<file path="config.mk">
export PLATFORM = sky130hd
export DESIGN_NAME = vin_ps2_keys
export DESIGN_NICKNAME = d
export VERILOG_FILES = /design/src/rtl/vin_ps2_keys.sv
export SDC_FILE = /design/constraint.sdc
export NUM_CORES = 1
export LEC_CHECK = 0
export CORE_ASPECT_RATIO = 1.5
export CORE_UTILIZATION = 50
export DETAILED_ROUTE_END_ITERATION = 16
export PLACE_DENSITY = 0.74
export SLEW_MARGIN = 40
export SYNTH_ARGS = -nofsm -noshare
export SYNTH_HDL_FRONTEND = slang
export SYNTH_SLANG_ARGS = --single-unit
</file>
<file path="constraint.sdc">
create_clock -name clk_i -period 3.1 [get_ports clk_i]
set_clock_uncertainty 0.15 [all_clocks]
set_input_delay 0.465 -clock clk_i [delete_from_list [all_inputs] [get_ports clk_i]]
set_output_delay 0.465 -clock clk_i [all_outputs]
set_load 0.02 [all_outputs]
</file>
<file path="src/rtl/vin_ps2_keys.sv">
// PS/2 scancode word to key-level bitmap: CDC sync, stability filter, make/break/E0 decode.
// Optional VIN_PS2_KEYS_ERRCLR_EN: BAT/error bytes (AA, 00, FF) clear all keys silently.
module vin_ps2_keys #(
  parameter int unsigned       KEYS      = 8,
  parameter int unsigned       STABLE    = 16,
  parameter logic [KEYS*9-1:0] KEY_CODES = {9'h014, 9'h012, 9'h17A, 9'h17D,
                                            9'h174, 9'h16B, 9'h172, 9'h175}
) (
  input  logic            clk_i,
  input  logic            reset_i,
  input  logic [15:0]     code_i,
  output logic [KEYS-1:0] keys_o,
  output logic            event_o,
  output logic [8:0]      event_code_o,
  output logic            event_break_o
);

  localparam logic [7:0] StableCnt = 8'(STABLE);

  logic [15:0]     sync_q, code_s_q, cand_q, acc_q;
  logic [15:0]     cand_d, acc_d;
  logic [7:0]      cnt_q, cnt_d;
  logic            new_q, new_d;
  logic            ext_q, ext_d, brk_q, brk_d;
  logic [KEYS-1:0] keys_q, keys_d;
  logic            event_q, event_d;
  logic [8:0]      event_code_q, event_code_d;
  logic            event_break_q, event_break_d;

  logic [7:0] b;
  logic [8:0] key_code;
  logic       is_err;

  assign b        = acc_q[7:0];
  assign key_code = {ext_q, b};

`ifdef VIN_PS2_KEYS_ERRCLR_EN
  assign is_err = (b == 8'hAA) || (b == 8'h00) || (b == 8'hFF);
`else
  assign is_err = 1'b0;
`endif

  // Accept fires on the same edge the count reaches STABLE, so a word needs STABLE quiet cycles.
  always_comb begin
    cand_d = cand_q;
    cnt_d  = cnt_q;
    acc_d  = acc_q;
    new_d  = 1'b0;
    if (code_s_q != cand_q) begin
      cand_d = code_s_q;
      cnt_d  = '0;
    end else if (cnt_q < StableCnt) begin
      cnt_d = cnt_q + 8'd1;
      if (cnt_d == StableCnt && cand_q != acc_q) begin
        acc_d = cand_q;
        new_d = 1'b1;
      end
    end
  end

  always_comb begin
    ext_d         = ext_q;
    brk_d         = brk_q;
    keys_d        = keys_q;
    event_d       = 1'b0;
    event_code_d  = event_code_q;
    event_break_d = event_break_q;
    if (new_q) begin
      if (b == 8'hE0) begin
        ext_d = 1'b1;
      end else if (b == 8'hF0) begin
        brk_d = 1'b1;
      end else if (is_err) begin
        keys_d = '0;
        ext_d  = 1'b0;
        brk_d  = 1'b0;
      end else begin
        event_d       = 1'b1;
        event_code_d  = key_code;
        event_break_d = brk_q;
        ext_d         = 1'b0;
        brk_d         = 1'b0;
        for (int unsigned i = 0; i < KEYS; i++) begin
          if (KEY_CODES[9*i +: 9] == key_code) keys_d[i] = ~brk_q;
        end
      end
    end
  end

  always_ff @(posedge clk_i or posedge reset_i) begin
    if (reset_i) begin
      sync_q        <= '0;
      code_s_q      <= '0;
      cand_q        <= '0;
      acc_q         <= '0;
      cnt_q         <= '0;
      new_q         <= 1'b0;
      ext_q         <= 1'b0;
      brk_q         <= 1'b0;
      keys_q        <= '0;
      event_q       <= 1'b0;
      event_code_q  <= '0;
      event_break_q <= 1'b0;
    end else begin
      sync_q        <= code_i;
      code_s_q      <= sync_q;
      cand_q        <= cand_d;
      acc_q         <= acc_d;
      cnt_q         <= cnt_d;
      new_q         <= new_d;
      ext_q         <= ext_d;
      brk_q         <= brk_d;
      keys_q        <= keys_d;
      event_q       <= event_d;
      event_code_q  <= event_code_d;
      event_break_q <= event_break_d;
    end
  end

  assign keys_o        = keys_q;
  assign event_o       = event_q;
  assign event_code_o  = event_code_q;
  assign event_break_o = event_break_q;

endmodule

</file>
After elaboration in Yosys (flattened, before gate mapping):

Index checks and enable logic that the tools add are counted.

* register bits: 94
* output and inout port bits: 19
* logic and storage cells: 64

* add/subtract/negate cells: 1
* order comparisons: 1
* equal/unequal tests: 14
* muxes and demuxes: 11
* bitwise logic cells: 4
* reduce and logical (&&, ||, !) cells: 14

Operators by type and width (count)
* $eq 9x9->1 const A: 6
* $ne 16x16->1: 2
* $reduce_and 4->1: 8
* $eq 5x9->1 const A: 2
* $eq 8x8->1 const B: 2
* $mux 8: 2
* $mux 1: 9
* $add 8x1->8 const B: 1
* $eq 8x5->1 const B: 1
* $lt 8x5->1 const B: 1
* $reduce_and 3->1: 2
* $not 1->1: 4
* $reduce_and 2->1: 2
* $ne 2x2->1 const B: 1
* $reduce_bool 2->1: 1
* $logic_and 1x1->1: 1

Longest topological paths before layout:

* depth after elaboration: 6
* depth in mapped cells: 7
* mapped depth without buffers: 6

Worst setup path after synthesis:

No wires, ideal clock.

* kind: flip-flop to flip-flop
* start point: reg cand_q[0]
* end point: reg acc_q[0]
* arrival: 1.948 ns
* slack: 0.877 ns
* stages on the path, launching flop included: 7
* buffers on the path: 1
* period minus slack after synthesis: 2.223 ns
* cells stage by stage: dfrtp_1 xor2_1 nor4_4 nand4_4 nor3_4 buf_12 mux2_4

* longest elaborated chain between the ends: 3
* elaborated cells between the ends (all ways): 5
* those cells by class: eq/ne (2); bitwise (1); reduce/logical (2)

RTL lines
* start, declared: RTL line 20 `logic [15:0] sync_q, code_s_q, cand_q, acc_q;`
* start signal, assigned: RTL line 107 `cand_q <= cand_d;`
* $ne 16x16->1 (on tied branches): RTL line 54, 49
* $logic_and 1x1->1 / $not 1->1 (equally long branches)
* $reduce_and 3->1 (no source line)
* end signal, assigned: RTL line 95 `acc_q <= '0;`
* end signal, assigned: RTL line 108 `acc_q <= acc_d;`
* end, declared: RTL line 20

Several ways; a longest one is shown, not always the timed one.
A chain may end at the register's enable or synchronous reset.

Worst setup path after layout:

* start point: reg cnt_q[4]
* end point: reg acc_q[14]

* longest elaborated chain between the ends: 4
* elaborated cells between the ends (all ways): 5
* those cells by class: add/sub (1); order compare (1); eq/ne (1); reduce/logical (2)

RTL lines
* start, declared: RTL line 22 `logic [7:0] cnt_q, cnt_d;`
* start signal, assigned: RTL line 109 `cnt_q <= cnt_d;`
* $add 8x1->8: RTL line 53 `cnt_d = cnt_q + 8'd1;`
* $eq 8x5->1: RTL line 54 `if (cnt_d == StableCnt && cand_q != acc_q) begin`
* $logic_and 1x1->1: RTL line 54
* $reduce_and 3->1 (no source line) (*)

Mark *: on every way between the ends. The rest lies on a longest branch, timed or not.

==> metrics.yaml <==
status: "finished clean"
met2_usage_pct: 26.7
drt-vias-per-instance: 4.90
antenna_found_initial: 0
finalWorstPathRequiredPeriod_ps: 2450
slew_viol_final: 0
syn_area_mm2: 0.00369
met1_usage_pct: 20.2
die_h_um: 107
synth.avg_cell_area_um2: 13.7
dr.pass1.iters: 4
grt_pass1_wl_um: 9420
setup.worst_path.start_class: "flop"
ys_types: 33
p_int_uw: 1600
maxSlewHeadroom_pct: 62.1
io_buffers: 36
die_area_mm2: 0.00774
grt_util_met3_pct: 3.76
synth_edf_count: 0
path_buf_inv: 1
cts_sinks: 94
clk_pin_slew_ps: 90
initial_core_util_pct: 51.4
seqCellArea_mm2: 0.00235
crit_chain: "nor4_4 -> o2111ai_1 -> nor3_4 -> buf_4 -> mux2_2"
clkPwrFrac_pct: 33.7
crit_family: "simple AND/OR/NAND/NOR gates"
insertion_delay_ps: 360
setup_ws_ps: 645
synth_nets: 290
cts_resized: 0
period_share_pct: 79.2
wirelength_um: 5460
power_frac_comb_pct: 4.4
drv_cap: 0
p_sw_share_pct: 22.3
fp.dieW_um: 72.2
io_pins: 37
switching_power_uw: 462
cts_max_level: 3
cts_made_buffers: 9
dr_total_vias: 1961
max_freq_mhz: 407
core_area_mm2: 0.00718
drc: 0
synth-seq-cells: 94
syn_inst: 270
drt-initial-drc-count: 82
peakVddDrop_mv: 0.371
synth_ff_type: "dfrtp_1"
cts_buffer_depth: 2
setup_viol: 0
cts_tree: "yes"
rsz0062_at_grt: "no"
grt_start_max_net_pins: 74
rows: 38
cp-end-kind: "flop"
grt_use_total_pct: 16.7
first_global_vias: 1991
dp_slack_ps: 647
cts_setup_buffers: 0
ys_seq_area_share_pct: 63.7
grt_busiest_layer: "met2"
routedWlPerCell_um: 13.6
crit_fanout: 15
multi_input_area_mm2: 0.00118
ctsHoldBuffers: 0
nNetsFinal: 316
crit_slowest_cell: "nor4_4"
yosysTopAreaCellShare_pct: 63.7
async_flop_share_pct: 100
n_antenna_cell: 0
p_leak_uw: 0.00195
cts_root_buf: "clkbuf_8"
yosysWarnings: 0
yosysMostFrequentCell: "dfrtp_1"
synth_top_cells_by_count: "dfrtp_1 (94), xor2_1 (19), clkbuf_1 (18)"
yosys.area.top_type: "dfrtp_1"
finalHoldViolCount: 0
required_ps: 3190
arrival_ps: 2540
dp_hpwl_um: 3860
hold_path.class: "reg -> reg"
fillers: 605
worst_pin_slew_ps: 564
tns_ps: 0
grt-ovfl-total: 0
drive_above_1_share_pct: 15.0
area_growth_syn_to_layout_pct: 15.6
place_congestion: 0.752
p_per_area_mw_per_mm2: 484
sequentialPowerShare_pct: 61.9
cpPeakStageDelay_ps: 470
path_class: "reg -> reg"
final_antenna_net_count: 0
synth_area_leaders: "dfrtp_1 (64%), xor2_1 (4.5%), mux2_4 (4.1%)"
[power by group through the flow]
stage	sequential (uW)	combinational [uW]	clock [uW]
after floorplan	1300	63.5	0
final	1280	90.6	697
after CTS	1280	94.1	718
after global routing	1280	101	771
after global placement	1300	92.7	0
after detailed placement	1300	93.9	0
[metrics by stage]
stage	total power, uW	instances	util (%)	hold WS [ps]	area (um2)
global placement	1400	385	57.1	181	4100
finish	2070	400	59.4	201	4270
floorplan	1360	270	-	181	3690
global route	2160	400	59.4	208	4270
detailed placement	1400	385	57.1	185	4100
CTS	2090	400	59.4	203	4270
[state kept, by name (all words and copies together), names as in the netlist, 8 cells and up]
signal and flops:
keys_o 8, sync_q 16, code_s_q 16, acc_q 16, event_code_o 9, cnt_q 8, cand_q 16
[area by class of cell]
class	count	share of cell area (%)
clock buffer	11	3.31
clock inverter	4	0.557
inverter	13	1.17
multi-input combinational	139	27.6
sequential	94	55.1
tap	100	2.93
timing repair buffer	39	9.27
[kinds of logic (layout without fill, tap and decap cells)]
logic type                 after synthesis  after routing  share of synthesized area, %
DFF                                     94             94                          63.7
and+or+nand+nor                         65             65                          12.1
buffers and inverters                   37             67                          4.34
xor gates and xnor gates                36             36                          8.54
muxes                                   28             28                          9.29
AOI/OAI and AO/OA                        8              8                          1.36
adders and majority gates                2              2                         0.678
[cell usage in the layout, fill, tap and decap left out]
cell type        Yosys  routed
dfrtp_1             94      94
nor3b_1              3       3
clkinv_4             0       1
a41oi_1              1       1
buf_4                0       2
nor4_1               3       3
nand3_1              4       4
nand4_1              6       6
and4b_1              2       2
clkbuf_1            18       1
nor2_1              13      13
nor3_4               1       1
or2b_1               1       1
clkbuf_8             0      10
mux2_2              10      10
and3_1               1       1
inv_1               13      12
xnor2_1             17      17
mux2_4              10      10
nor3_1               1       1
nor2b_1              2       2
mux2i_1              8       8
xor2_1              19      19
ha_1                 2       2
o21ai_0              2       2
buf_12               1       1
nand2_1             17      17
nand3b_1             4       4
nand4_4              1       1
a21oi_1              3       3
a21o_1               1       1
o2111ai_1            1       1
nor4_4               5       5
clkdlybuf4s50_1      0      36
nand4b_1             1       1
clkinv_2             0       4
[worst paths after layout]
check	end	depth (start not counted)	startpoint	slack, ps
max	acc_q[14]	5	cnt_q[4]	650
min	code_s_q[12]	0	sync_q[12]	200
max reg2reg	acc_q[14]	5	cnt_q[4]	650
min reg2reg	code_s_q[12]	0	sync_q[12]	200
max in group asynchronous	event_code_o[3]	3	reset_i	1860
min in group asynchronous	cnt_q[4]	2	reset_i	250
[routing by layer]
layer | up-vias | share of wire [%] | wire length (um)
met4 | 0 | 2.6 | 144
met2 | 36 | 53 | 2870
met3 | 11 | 2.5 | 139
li1 | 930 | - | -
met5 | - | 0 | 0
met1 | 984 | 42 | 2300
(Power assumes the default switching activity.)
